File: src/rtl/proc_run_controller_if.sv
// Bundles the load stream, instruction-memory write port, core control and
// run status of proc_run_controller. master = host/bench, slave = controller.
interface proc_run_controller_if #(
    parameter int ADDR_W = 8,
    parameter int DATA_W = 32
);
    logic [ADDR_W:0]   init_len;
    logic              ld_valid;
    logic [DATA_W-1:0] ld_data;
    logic              ld_ready;
    logic              imem_we;
    logic [ADDR_W-1:0] imem_waddr;
    logic [DATA_W-1:0] imem_wdata;
    logic              proc_rst_n;
    logic              proc_en;
    logic [DATA_W-1:0] instr;
    logic [31:0]       pc;
    logic              restart;
    logic              halted;
    logic              timeout;
    logic [31:0]       halt_pc;
    logic [31:0]       cycle_count;

    modport master (
        output init_len, ld_valid, ld_data, instr, pc, restart,
        input  ld_ready, imem_we, imem_waddr, imem_wdata, proc_rst_n, proc_en,
               halted, timeout, halt_pc, cycle_count
    );

    modport slave (
        input  init_len, ld_valid, ld_data, instr, pc, restart,
        output ld_ready, imem_we, imem_waddr, imem_wdata, proc_rst_n, proc_en,
               halted, timeout, halt_pc, cycle_count
    );
endinterface

File: src/rtl/proc_run_controller.sv
// Run controller for the single-cycle core: streams the program into
// instruction memory, releases the core, counts run cycles and freezes the
// core on HALT or on cycle-budget exhaustion. Every output is a flop.
module proc_run_controller #(
    parameter int                        ADDR_W     = 8,
    parameter int                        DATA_W     = 32,
    parameter int                        OPC_MSB    = 31,
    parameter int                        OPC_LSB    = 26,
    parameter logic [OPC_MSB-OPC_LSB:0]  HALT_OPC   = 6'h3F,
    parameter int unsigned               MAX_CYCLES = 1000
) (
    input  logic                 clk,
    input  logic                 rst,
    proc_run_controller_if.slave bus
);
    localparam int          CW    = ADDR_W + 1;
    // Full memory depth; longer load requests are cut to this so the write
    // address never wraps.
    localparam logic [CW-1:0] DEPTH = {1'b1, {ADDR_W{1'b0}}};
    localparam logic [31:0]   LAST  = 32'(MAX_CYCLES - 1);

    typedef enum logic [1:0] {S_LOAD, S_RUN, S_HALT, S_TIMEOUT} state_t;

    state_t            state_q, state_d;
    logic [CW-1:0]     cnt_q, cnt_d, len_c;
    logic              rdy_q, rdy_d, we_q, we_d, prst_q, prst_d, pen_q, pen_d;
    logic              halted_q, halted_d, tmo_q, tmo_d;
    logic [ADDR_W-1:0] waddr_q, waddr_d;
    logic [DATA_W-1:0] wdata_q, wdata_d;
    logic [31:0]       hpc_q, hpc_d, ccnt_q, ccnt_d;
    logic              xfer, is_halt;

    assign len_c   = (bus.init_len > DEPTH) ? DEPTH : bus.init_len;
    assign xfer    = (state_q == S_LOAD) && bus.ld_valid && rdy_q;
    assign is_halt = (bus.instr[OPC_MSB:OPC_LSB] == HALT_OPC);

    // Next state and next value of every registered output.
    always_comb begin
        state_d  = state_q;
        cnt_d    = cnt_q;
        rdy_d    = 1'b0;
        we_d     = 1'b0;
        waddr_d  = waddr_q;
        wdata_d  = wdata_q;
        prst_d   = prst_q;
        pen_d    = pen_q;
        halted_d = halted_q;
        tmo_d    = tmo_q;
        hpc_d    = hpc_q;
        ccnt_d   = ccnt_q;
        unique case (state_q)
            S_LOAD: begin
                prst_d = 1'b0;
                pen_d  = 1'b0;
                if (xfer) begin
                    we_d    = 1'b1;
                    waddr_d = cnt_q[ADDR_W-1:0];
                    wdata_d = bus.ld_data;
                    cnt_d   = cnt_q + CW'(1);
                end
                // Ready tracks the post-update count so it drops on the
                // same edge that accepts the last word.
                if (cnt_d < len_c) begin
                    rdy_d = 1'b1;
                end else if (!xfer) begin
                    state_d = S_RUN;
                    prst_d  = 1'b1;
                    pen_d   = 1'b1;
                end
            end
            S_RUN: begin
                ccnt_d = ccnt_q + 32'd1;
                if (is_halt) begin
                    state_d  = S_HALT;
                    hpc_d    = bus.pc;
                    halted_d = 1'b1;
                    pen_d    = 1'b0;
                end else if (ccnt_q == LAST) begin
                    state_d = S_TIMEOUT;
                    tmo_d   = 1'b1;
                    pen_d   = 1'b0;
                end
            end
            S_HALT, S_TIMEOUT: begin
                if (bus.restart) begin
                    state_d  = S_LOAD;
                    cnt_d    = '0;
                    ccnt_d   = '0;
                    halted_d = 1'b0;
                    tmo_d    = 1'b0;
                    hpc_d    = '0;
                    prst_d   = 1'b0;
                    pen_d    = 1'b0;
                end
            end
        endcase
    end

    // State and output registers, cleared asynchronously by rst.
    always_ff @(posedge clk or negedge rst) begin
        if (!rst) begin
            state_q  <= S_LOAD;
            cnt_q    <= '0;
            rdy_q    <= 1'b0;
            we_q     <= 1'b0;
            waddr_q  <= '0;
            wdata_q  <= '0;
            prst_q   <= 1'b0;
            pen_q    <= 1'b0;
            halted_q <= 1'b0;
            tmo_q    <= 1'b0;
            hpc_q    <= '0;
            ccnt_q   <= '0;
        end else begin
            state_q  <= state_d;
            cnt_q    <= cnt_d;
            rdy_q    <= rdy_d;
            we_q     <= we_d;
            waddr_q  <= waddr_d;
            wdata_q  <= wdata_d;
            prst_q   <= prst_d;
            pen_q    <= pen_d;
            halted_q <= halted_d;
            tmo_q    <= tmo_d;
            hpc_q    <= hpc_d;
            ccnt_q   <= ccnt_d;
        end
    end

    assign bus.ld_ready    = rdy_q;
    assign bus.imem_we     = we_q;
    assign bus.imem_waddr  = waddr_q;
    assign bus.imem_wdata  = wdata_q;
    assign bus.proc_rst_n  = prst_q;
    assign bus.proc_en     = pen_q;
    assign bus.halted      = halted_q;
    assign bus.timeout     = tmo_q;
    assign bus.halt_pc     = hpc_q;
    assign bus.cycle_count = ccnt_q;
endmodule

File: src/flat_wrapper.sv
// flat-port wrapper written by rule: the top's interface ports become plain ports
module proc_run_controller_flat 
#(
    parameter int                        ADDR_W     = 8,
    parameter int                        DATA_W     = 32,
    parameter int                        OPC_MSB    = 31,
    parameter int                        OPC_LSB    = 26,
    parameter logic [OPC_MSB-OPC_LSB:0]  HALT_OPC   = 6'h3F,
    parameter int unsigned               MAX_CYCLES = 1000
)
  (clk, rst, bus_init_len, bus_ld_valid, bus_ld_data, bus_instr, bus_pc, bus_restart, bus_ld_ready, bus_imem_we, bus_imem_waddr, bus_imem_wdata, bus_proc_rst_n, bus_proc_en, bus_halted, bus_timeout, bus_halt_pc, bus_cycle_count);
  proc_run_controller_if #(.ADDR_W(ADDR_W), .DATA_W(DATA_W)) bus_i ();
  input  logic clk;
  input  logic rst;
  input wire logic [$bits(bus_i.init_len)-1:0] bus_init_len;
  input wire logic [$bits(bus_i.ld_valid)-1:0] bus_ld_valid;
  input wire logic [$bits(bus_i.ld_data)-1:0] bus_ld_data;
  input wire logic [$bits(bus_i.instr)-1:0] bus_instr;
  input wire logic [$bits(bus_i.pc)-1:0] bus_pc;
  input wire logic [$bits(bus_i.restart)-1:0] bus_restart;
  output wire logic [$bits(bus_i.ld_ready)-1:0] bus_ld_ready;
  output wire logic [$bits(bus_i.imem_we)-1:0] bus_imem_we;
  output wire logic [$bits(bus_i.imem_waddr)-1:0] bus_imem_waddr;
  output wire logic [$bits(bus_i.imem_wdata)-1:0] bus_imem_wdata;
  output wire logic [$bits(bus_i.proc_rst_n)-1:0] bus_proc_rst_n;
  output wire logic [$bits(bus_i.proc_en)-1:0] bus_proc_en;
  output wire logic [$bits(bus_i.halted)-1:0] bus_halted;
  output wire logic [$bits(bus_i.timeout)-1:0] bus_timeout;
  output wire logic [$bits(bus_i.halt_pc)-1:0] bus_halt_pc;
  output wire logic [$bits(bus_i.cycle_count)-1:0] bus_cycle_count;
  assign bus_i.init_len = bus_init_len;
  assign bus_i.ld_valid = bus_ld_valid;
  assign bus_i.ld_data = bus_ld_data;
  assign bus_i.instr = bus_instr;
  assign bus_i.pc = bus_pc;
  assign bus_i.restart = bus_restart;
  assign bus_ld_ready = bus_i.ld_ready;
  assign bus_imem_we = bus_i.imem_we;
  assign bus_imem_waddr = bus_i.imem_waddr;
  assign bus_imem_wdata = bus_i.imem_wdata;
  assign bus_proc_rst_n = bus_i.proc_rst_n;
  assign bus_proc_en = bus_i.proc_en;
  assign bus_halted = bus_i.halted;
  assign bus_timeout = bus_i.timeout;
  assign bus_halt_pc = bus_i.halt_pc;
  assign bus_cycle_count = bus_i.cycle_count;
  proc_run_controller #(.ADDR_W(ADDR_W), .DATA_W(DATA_W), .OPC_MSB(OPC_MSB), .OPC_LSB(OPC_LSB), .HALT_OPC(HALT_OPC), .MAX_CYCLES(MAX_CYCLES)) u_core (.clk(clk), .rst(rst), .bus(bus_i));
endmodule
File: config.mk
export PLATFORM = sky130hd
export DESIGN_NAME = proc_run_controller_flat
export DESIGN_NICKNAME = d
export VERILOG_FILES = /design/src/rtl/proc_run_controller_if.sv /design/src/rtl/proc_run_controller.sv /design/src/flat_wrapper.sv
export SDC_FILE = /design/constraint.sdc
export NUM_CORES = 1
export LEC_CHECK = 0
export CORE_AREA = 2 2 124 102
export DETAILED_ROUTE_END_ITERATION = 8
export DIE_AREA = 0 0 126 104
export GPL_TIMING_DRIVEN = 0
export MAX_ROUTING_LAYER = met4
export PLACE_DENSITY_LB_ADDON = 0.2
export SYNTH_ARGS = -nofsm -noshare
export SYNTH_HDL_FRONTEND = slang
export SYNTH_SLANG_ARGS = --single-unit
File: constraint.sdc
create_clock -name clk -period 6.7 [get_ports clk]
set_input_delay 2.01 -clock clk [delete_from_list [all_inputs] [get_ports clk]]
set_output_delay 2.01 -clock clk [all_outputs]
set_load 0.03 [all_outputs]
==> flow_summary_export.csv, run 1 <==
group,metric,value,unit
critical_path,start_kind,"input pin",
sta,fin_worst_skew,0.00789,ns
yosys,synth.ff_latch_count,121,
final_layout,layout_common_cells,"clkdlybuf4s50_1 (191), dfrtp_1 (121), nand2_1 (102), o21ai_0 (48), mux2_2 (41)",
routing,drt-initial-drc-count,433,
clock_network,insertion_delay,0.42,ns
pwr,vdd_drop_max,245,uV
pwr,leakagePower,3.47,nW
outcome,outcome,"complete, no violations",
sta,clock.fmax,0.221,GHz
routing,via_per_inst,5.37,
clock_network,cts_tree,"yes",
clock_network,htreeDepth,4,
global_route,grt_use_total,24.2,%
yosys,synth_area,5480,sq um
global_route,antenna_found_initial,0,
critical_path,reg2reg_depth,11,
yosys,synth_cell_types,49,
final_layout,final_common_cell,"clkdlybuf4s50_1",
clock_network,clk_pin_slew,0.05,ns
routing,finalWirelength,15.2,mm
global_route,grt_max_degree,66,
sta,relSlewSlack,35.2,%
sta,finalCritPeriodShare,67.5,%
yosys,syn_inst,520,
global_route,overflow,0,
critical_path,path_class,"in2reg",
placed_design,dp.cells,865,
final_layout,fillers,877,
pwr,power_density,468,nW/um^2
yosys,ys_warn_count,0,
final_layout,final_layout_size_suffix_gt1_share,12.2,%
worst_hold_path,holdPathStages,1,
worst_hold_path,hold_class,"reg2reg",
final_layout,finalNonFillerCells,897,
yosys,synth_seq_area_share,55.2,%
final_layout,area_growth,51.1,%
clock_network,numCtsBuffers,17,
placed_design,gp_congestion,0.888,
yosys,synthArstFlopShare,100,%
sta,fin_crit,4.52,ns
global_route,grt_pass1_vias,4794,
die,die_area,13100,sq um
clock_network,clock_path_buffers,2,
die,die_h,104,um
routing,drc_errors,0,
routing,vias,4814,
sta,hold_violations,0,
clock_network,cts_sinks,121,
die,start_util,46.1,%
job,cap_violations,0,
sta,setup_viol,0,
die,rows,36,
clock_network,post_cts_resized,0,
critical_path,critPathRequiredTime,7.01,ns
clock_network,ctsRootBufferMaster,"clkbuf_16",
critical_path,crit_arrival,4.83,ns
clock_network,cts_setup_buffers,0,
yosys,synth_area_per_cell,10.5,sq um
die,die_w,126,um
sta,holdWs,0.474,ns
sta,tightest_slew,0.963,ns
yosys,synth-edff-count,0,
yosys,synth_nets,639,
yosys,synth_top_cell_area_share,55.2,%
routing,first_pass_iters,5,
global_route,grt_pass1_wl,24.5,mm
yosys,ys_top_cells_by_area,"dfrtp_1 (55%), mux2_2 (8.4%), nand2_1 (7.0%)",
die,core-area,11900,sq um
clock_network,postCtsHoldBufs,0,
routing,ant_nets,0,
sta,rsz0062_at_grt,"false",
die,io_pins,219,
routing,wl_per_cell,16.9,um
final_layout,diodes,0,
placed_design,io_buffers,192,
sta,slew_viol_final,0,
critical_path,cp-end-kind,"flop",
yosys,ys.flop_type,"dfrtp_1",
critical_path,cp_max_fo,10,
placed_design,dp_hpwl,10.9,mm
yosys,yosys.area.top_type,"dfrtp_1",
final_layout,finalNetCount,851,
==> cell usage after synthesis, types with 2 or more instances <==
library cell,instances
nor2_1,26
nand4_1,14
a22o_1,4
a21oi_1,4
o211ai_1,6
nand3_1,24
clkbuf_1,18
nor2b_1,2
nor4_1,9
dfrtp_1,121
nor3_1,6
mux2_2,41
buf_2,6
xnor2_1,14
inv_1,3
o31ai_1,4
o21ai_0,48
a21o_1,5
and3_1,5
nand2_1,102
xor2_1,6
and4_1,4
or3_1,5
or2_2,2
ha_1,10
mux2i_1,7
nand2b_1,2
==> worst paths after layout <==
path	to	slack, ns	start
setup / recovery	u_core.bus.proc_rst_n$_DFFE_PN0P_	2.18	bus_ld_valid
hold / removal	u_core.bus.proc_rst_n$_DFFE_PN0P_	0.47	u_core.bus.proc_rst_n$_DFFE_PN0P_
setup reg to reg	u_core.bus.proc_rst_n$_DFFE_PN0P_	3.69	u_core.state_q[0]$_DFFE_PN0P_
hold reg to reg	u_core.bus.proc_rst_n$_DFFE_PN0P_	0.47	u_core.bus.proc_rst_n$_DFFE_PN0P_
max in group asynchronous	u_core.bus.halt_pc[19]$_DFFE_PN0P_	4.45	rst
min in group asynchronous	u_core.bus.imem_wdata[31]$_DFFE_PN0P_	1.54	rst
==> sequential cells by signal (all words and copies together) (netlist names), 2 cells and up <==
signal,cells
u_core.bus.cycle_count,32
u_core.bus.halt_pc,32
u_core.bus.imem_wdata,32
u_core.cnt_q,9
u_core.bus.imem_waddr,8
u_core.state_q,2
==> through the flow <==
stage          setup TNS, ns  util, %  total power [mW]  setup WS [ns]  area, sq um
6_report                   0     69.7              3.88           2.18         8290
4_1_cts                    0     69.7              3.90           2.20         8290
5_1_grt                    0     69.7              4.06           1.94         8290
3_3_place_gp         -122.16     63.9              2.82          -1.02         7590
3_5_place_dp               0     64.1              2.87           1.77         7620
2_1_floorplan              0        -              2.14           2.59         5480
==> critical path: stages <==
cell             delay (ns)
clkdlybuf4s50_1        0.51
and4bb_2               0.28
buf_2                  0.22
nand3_1                0.10
nor2_1                 0.18
nand3_1                0.16
xnor2_1                0.16
ha_1                   0.33
a21oi_1                0.15
o21ai_0                0.15
o311a_1                0.41
a21o_1                 0.17
==> layout make-up <==
| type | instances | area, sq um | share of cell area (%) |
|---|---|---|---|
| Clock inverter | 11 | 193 | 2.33 |
| Timing Repair Buffer | 193 | 1950 | 23.5 |
| Inverter | 4 | 15.0 | 0.181 |
| Multi-Input combinational cell | 369 | 2330 | 28.1 |
| Tap cell | 152 | 190 | 2.30 |
| Sequential cell | 121 | 3030 | 36.5 |
| Buffer | 26 | 114 | 1.37 |
| Clock buffer | 21 | 470 | 5.68 |
==> power by group <==
part	total [mW]	switching, mW	internal (mW)
clock	1.02	0.328	0.688
combinational	1.61	0.891	0.723
sequential	1.25	0.253	0.994
==> logic make-up after synthesis <==
kind of cell             Yosys count  share of synthesized area (%)
multiplexers                      48                           9.70
buffers and inverters             30                           2.35
AND/OR/NAND/NOR                  214                           18.9
flip-flops                       121                           55.2
XOR/XNOR                          20                           3.19
AO/OA/AOI/OAI                     77                           8.35
adder cells (fa/ha/maj)           10                           2.28
==> per-layer routing <==
metal | vias up | part of all wire (%) | global-route usage (%) | wire (um)
met5 | - | 0 | - | 0
met3 | 23 | 7.3 | 6.38 | 1110
met1 | 2320 | 44 | 31.1 | 6670
li1 | 2262 | - | - | -
met4 | 0 | 1.5 | 8.48 | 234
met2 | 209 | 47 | 37.4 | 7160
Note: power is estimated with default switching activity, not from simulation.
==> run 2, diff against run 1 <==
--- a/config.mk
+++ b/config.mk
@@ -5,9 +5,9 @@
 export SDC_FILE = /design/constraint.sdc
 export NUM_CORES = 1
 export LEC_CHECK = 0
-export CORE_AREA = 2 2 124 102
+export CORE_AREA = 2 2 128 105
 export DETAILED_ROUTE_END_ITERATION = 8
-export DIE_AREA = 0 0 126 104
+export DIE_AREA = 0 0 130 107
 export GPL_TIMING_DRIVEN = 0
 export MAX_ROUTING_LAYER = met4
 export PLACE_DENSITY_LB_ADDON = 0.2
==> constraint.sdc (replaced) <==
create_clock -name clk -period 4.3 [get_ports clk]
set_input_delay 1.29 -clock clk [delete_from_list [all_inputs] [get_ports clk]]
set_output_delay 1.29 -clock clk [all_outputs]
set_load 0.03 [all_outputs]
==> run 2 against run 1 <==
- count of clock-buffer cells in the layout is the same
- clock power increased by 43%
- largest cell class unchanged
- sequential cell count unchanged
- critical endpoint is now u_core.bus.proc_en$_DFFE_PN0P_
==> flow_summary_export.csv, run 2 (same netlist as run 1, synthesis figures left out) <==
group,metric,value,unit
worst_hold_path,holdPathStages,1,
clock_network,numCtsBuffers,17,
routing,vias,4789,
worst_hold_path,hold_class,"reg2reg",
placed_design,dp_hpwl,10.9,mm
final_layout,multiInputGateArea,2330,sq um
worst_hold_path,hold_end,"u_core.cnt_q[8]$_DFFE_PN0P_",
final_layout,finalNetCount,851,
clock_network,ctsRootBufferMaster,"clkbuf_16",
global_route,grt_max_degree,79,
clock_network,htreeDepth,4,
global_route,grtUsageMet2,34.8,%
sta,slew_viol_final,0,
sta,holdWs,0.494,ns
pwr,leakagePower,3.46,nW
critical_path,rrSetupSlack,1.23,ns
placed_design,gp_congestion,0.862,
global_route,overflow,0,
sta,setup_viol,0,
clock_network,cts_setup_buffers,0,
clock_network,clk_pin_slew,0.06,ns
job,cap_violations,0,
routing,first_pass_iters,7,
final_layout,final_common_cell,"clkdlybuf4s50_1",
worst_hold_path,min_from,"u_core.cnt_q[8]$_DFFE_PN0P_",
global_route,grt_use_total,23.1,%
sta,fin_worst_skew,0.00561,ns
pwr,seq_power_share,32.9,%
routing,via_per_inst,5.21,
global_route,met1_usage,29.5,%
sta,finalCritPeriodShare,88.8,%
die,die_w,130,um
global_route,antenna_found_initial,0,
sta,clock.fmax,0.262,GHz
clock_network,postCtsHoldBufs,0,
pwr,power_density,716,nW/um^2
pwr,vdd_drop_max,361,uV
final_layout,diodes,0,
die,die_h,107,um
critical_path,cpMaxStageDelayCell,"clkdlybuf4s50_1",
routing,wl_per_cell,16.4,um
pwr,p_sw_share,38.7,%
routing,finalWirelength,15.1,mm
clock_network,post_cts_resized,0,
critical_path,start_kind,"input pin",
die,core-area,12600,sq um
sta,fin_setup_tns,0,ns
final_layout,fillers,958,
global_route,grt_pass1_vias,4799,
routing,drc_errors,0,
pwr,clkPwrFrac,24.7,%
clock_network,clock_path_buffers,2,
final_layout,area_growth,50.8,%
global_route,grt_pass1_wl,24.0,mm
routing,ant_nets,0,
routing,drt-initial-drc-count,383,
critical_path,cp_max_fo,10,
outcome,outcome,"complete, no violations",
sta,hold_violations,0,
clock_network,cts_sinks,121,
sta,tightest_slew,0.868,ns
die,die_area,13900,sq um
placed_design,io_buffers,192,
final_layout,regArea,3030,sq um
die,start_util,43.4,%
critical_path,path_cells,"clkdlybuf4s50_1 -> and4bb_2 -> buf_2 -> nand3_1 -> nor2_1 -> nand3_1 -> xnor2_1 -> ha_1 -> a21oi_1 -> o21ai_0 -> o311a_1 -> a21o_1",
die,rows,37,
die,io_pins,219,
critical_path,cpMostUsedCell,"nand3_1",
sta,fin_crit,3.82,ns
pwr,power_frac_comb,42.4,%
sta,rsz0062_at_grt,"false",
clock_network,insertion_delay,0.42,ns
critical_path,reg2reg_depth,12,
final_layout,final_layout_size_suffix_gt1_share,12.2,%
global_route,top_usage_layer,"met2",
pwr,p_int,3.63,mW
critical_path,path_class,"in2reg",
final_layout,layout_common_cells,"clkdlybuf4s50_1 (191), dfrtp_1 (121), nand2_1 (102), o21ai_0 (48), mux2_2 (41)",
critical_path,cp-end-kind,"flop",
critical_path,crit_arrival,4.13,ns
critical_path,r2r-end,"u_core.bus.proc_en$_DFFE_PN0P_",
critical_path,reg2reg_from,"u_core.state_q[1]$_DFFE_PN0P_",
critical_path,cpPeakStageDelay,0.48,ns
critical_path,critPathRequiredTime,4.61,ns
clock_network,cts_tree,"yes",
pwr,p_switching,2.29,mW
global_route,met3_usage,7.68,%
sta,relSlewSlack,41.6,%
## run 2: worst max-delay path: cells and delay by family
family	cells	cell delay, ns
adders and majority gates	1	0.32
buffers and inverters	2	0.70
AOI/OAI and AO/OA	4	0.94
xor gates and xnor gates	1	0.16
and+or+nand+nor	4	0.72
## run 2: power by group through the flow
stage / Sequential (mW) / Combinational, mW / Clock (mW)
after CTS: 1.95 / 2.53 / 1.48
final: 1.95 / 2.51 / 1.46
after global placement: 1.93 / 2.47 / 0
after global routing: 2.02 / 2.67 / 1.54
after floorplan: 2.65 / 0.685 / 0
after detailed placement: 1.95 / 2.52 / 0
## run 2: worst max path at each step
stage	cells after the start	start	endpoint	slack, ns
2_1_floorplan	11	bus_ld_valid	u_core.bus.proc_rst_n$_DFFE_PN0P_	0.91
3_3_place_gp	1	rst	u_core.bus.halt_pc[21]$_DFFE_PN0P_	-2.71
3_5_place_dp	12	bus_ld_valid	u_core.bus.proc_en$_DFFE_PN0P_	0.12
4_1_cts	12	bus_ld_valid	u_core.bus.proc_en$_DFFE_PN0P_	0.53
5_1_grt	12	bus_ld_valid	u_core.state_q[0]$_DFFE_PN0P_	0.34
6_report	12	bus_ld_valid	u_core.bus.proc_en$_DFFE_PN0P_	0.48
## run 2: metal layers
layer	vias to the layer above	wire length [um]
met3	35	1160
met1	2287	6630
met2	193	7010
met4	0	286
met5	-	0
li1	2274	-
## run 2: layout make-up
type	instances	area share, %
inverters	4	0.182
repair buffers	193	23.6
flip-flops and latches	121	36.6
plain buffers	26	1.38
clock inverters	11	1.76
clock buffers	21	5.69
multi-input cells	369	28.1
well taps	175	2.65
## run 2: metrics by stage
stage | instance area (sq um) | setup WS [ns] | cells | util (%) | total power [mW]
2_1_floorplan | 5480 | 0.908 | 520 | - | 3.33
3_3_place_gp | 7620 | -2.71 | 887 | 60.3 | 4.40
3_5_place_dp | 7650 | 0.115 | 888 | 60.5 | 4.47
4_1_cts | 8270 | 0.533 | 920 | 65.4 | 5.96
5_1_grt | 8270 | 0.344 | 920 | 65.4 | 6.23
6_report | 8270 | 0.480 | 920 | 65.4 | 5.92
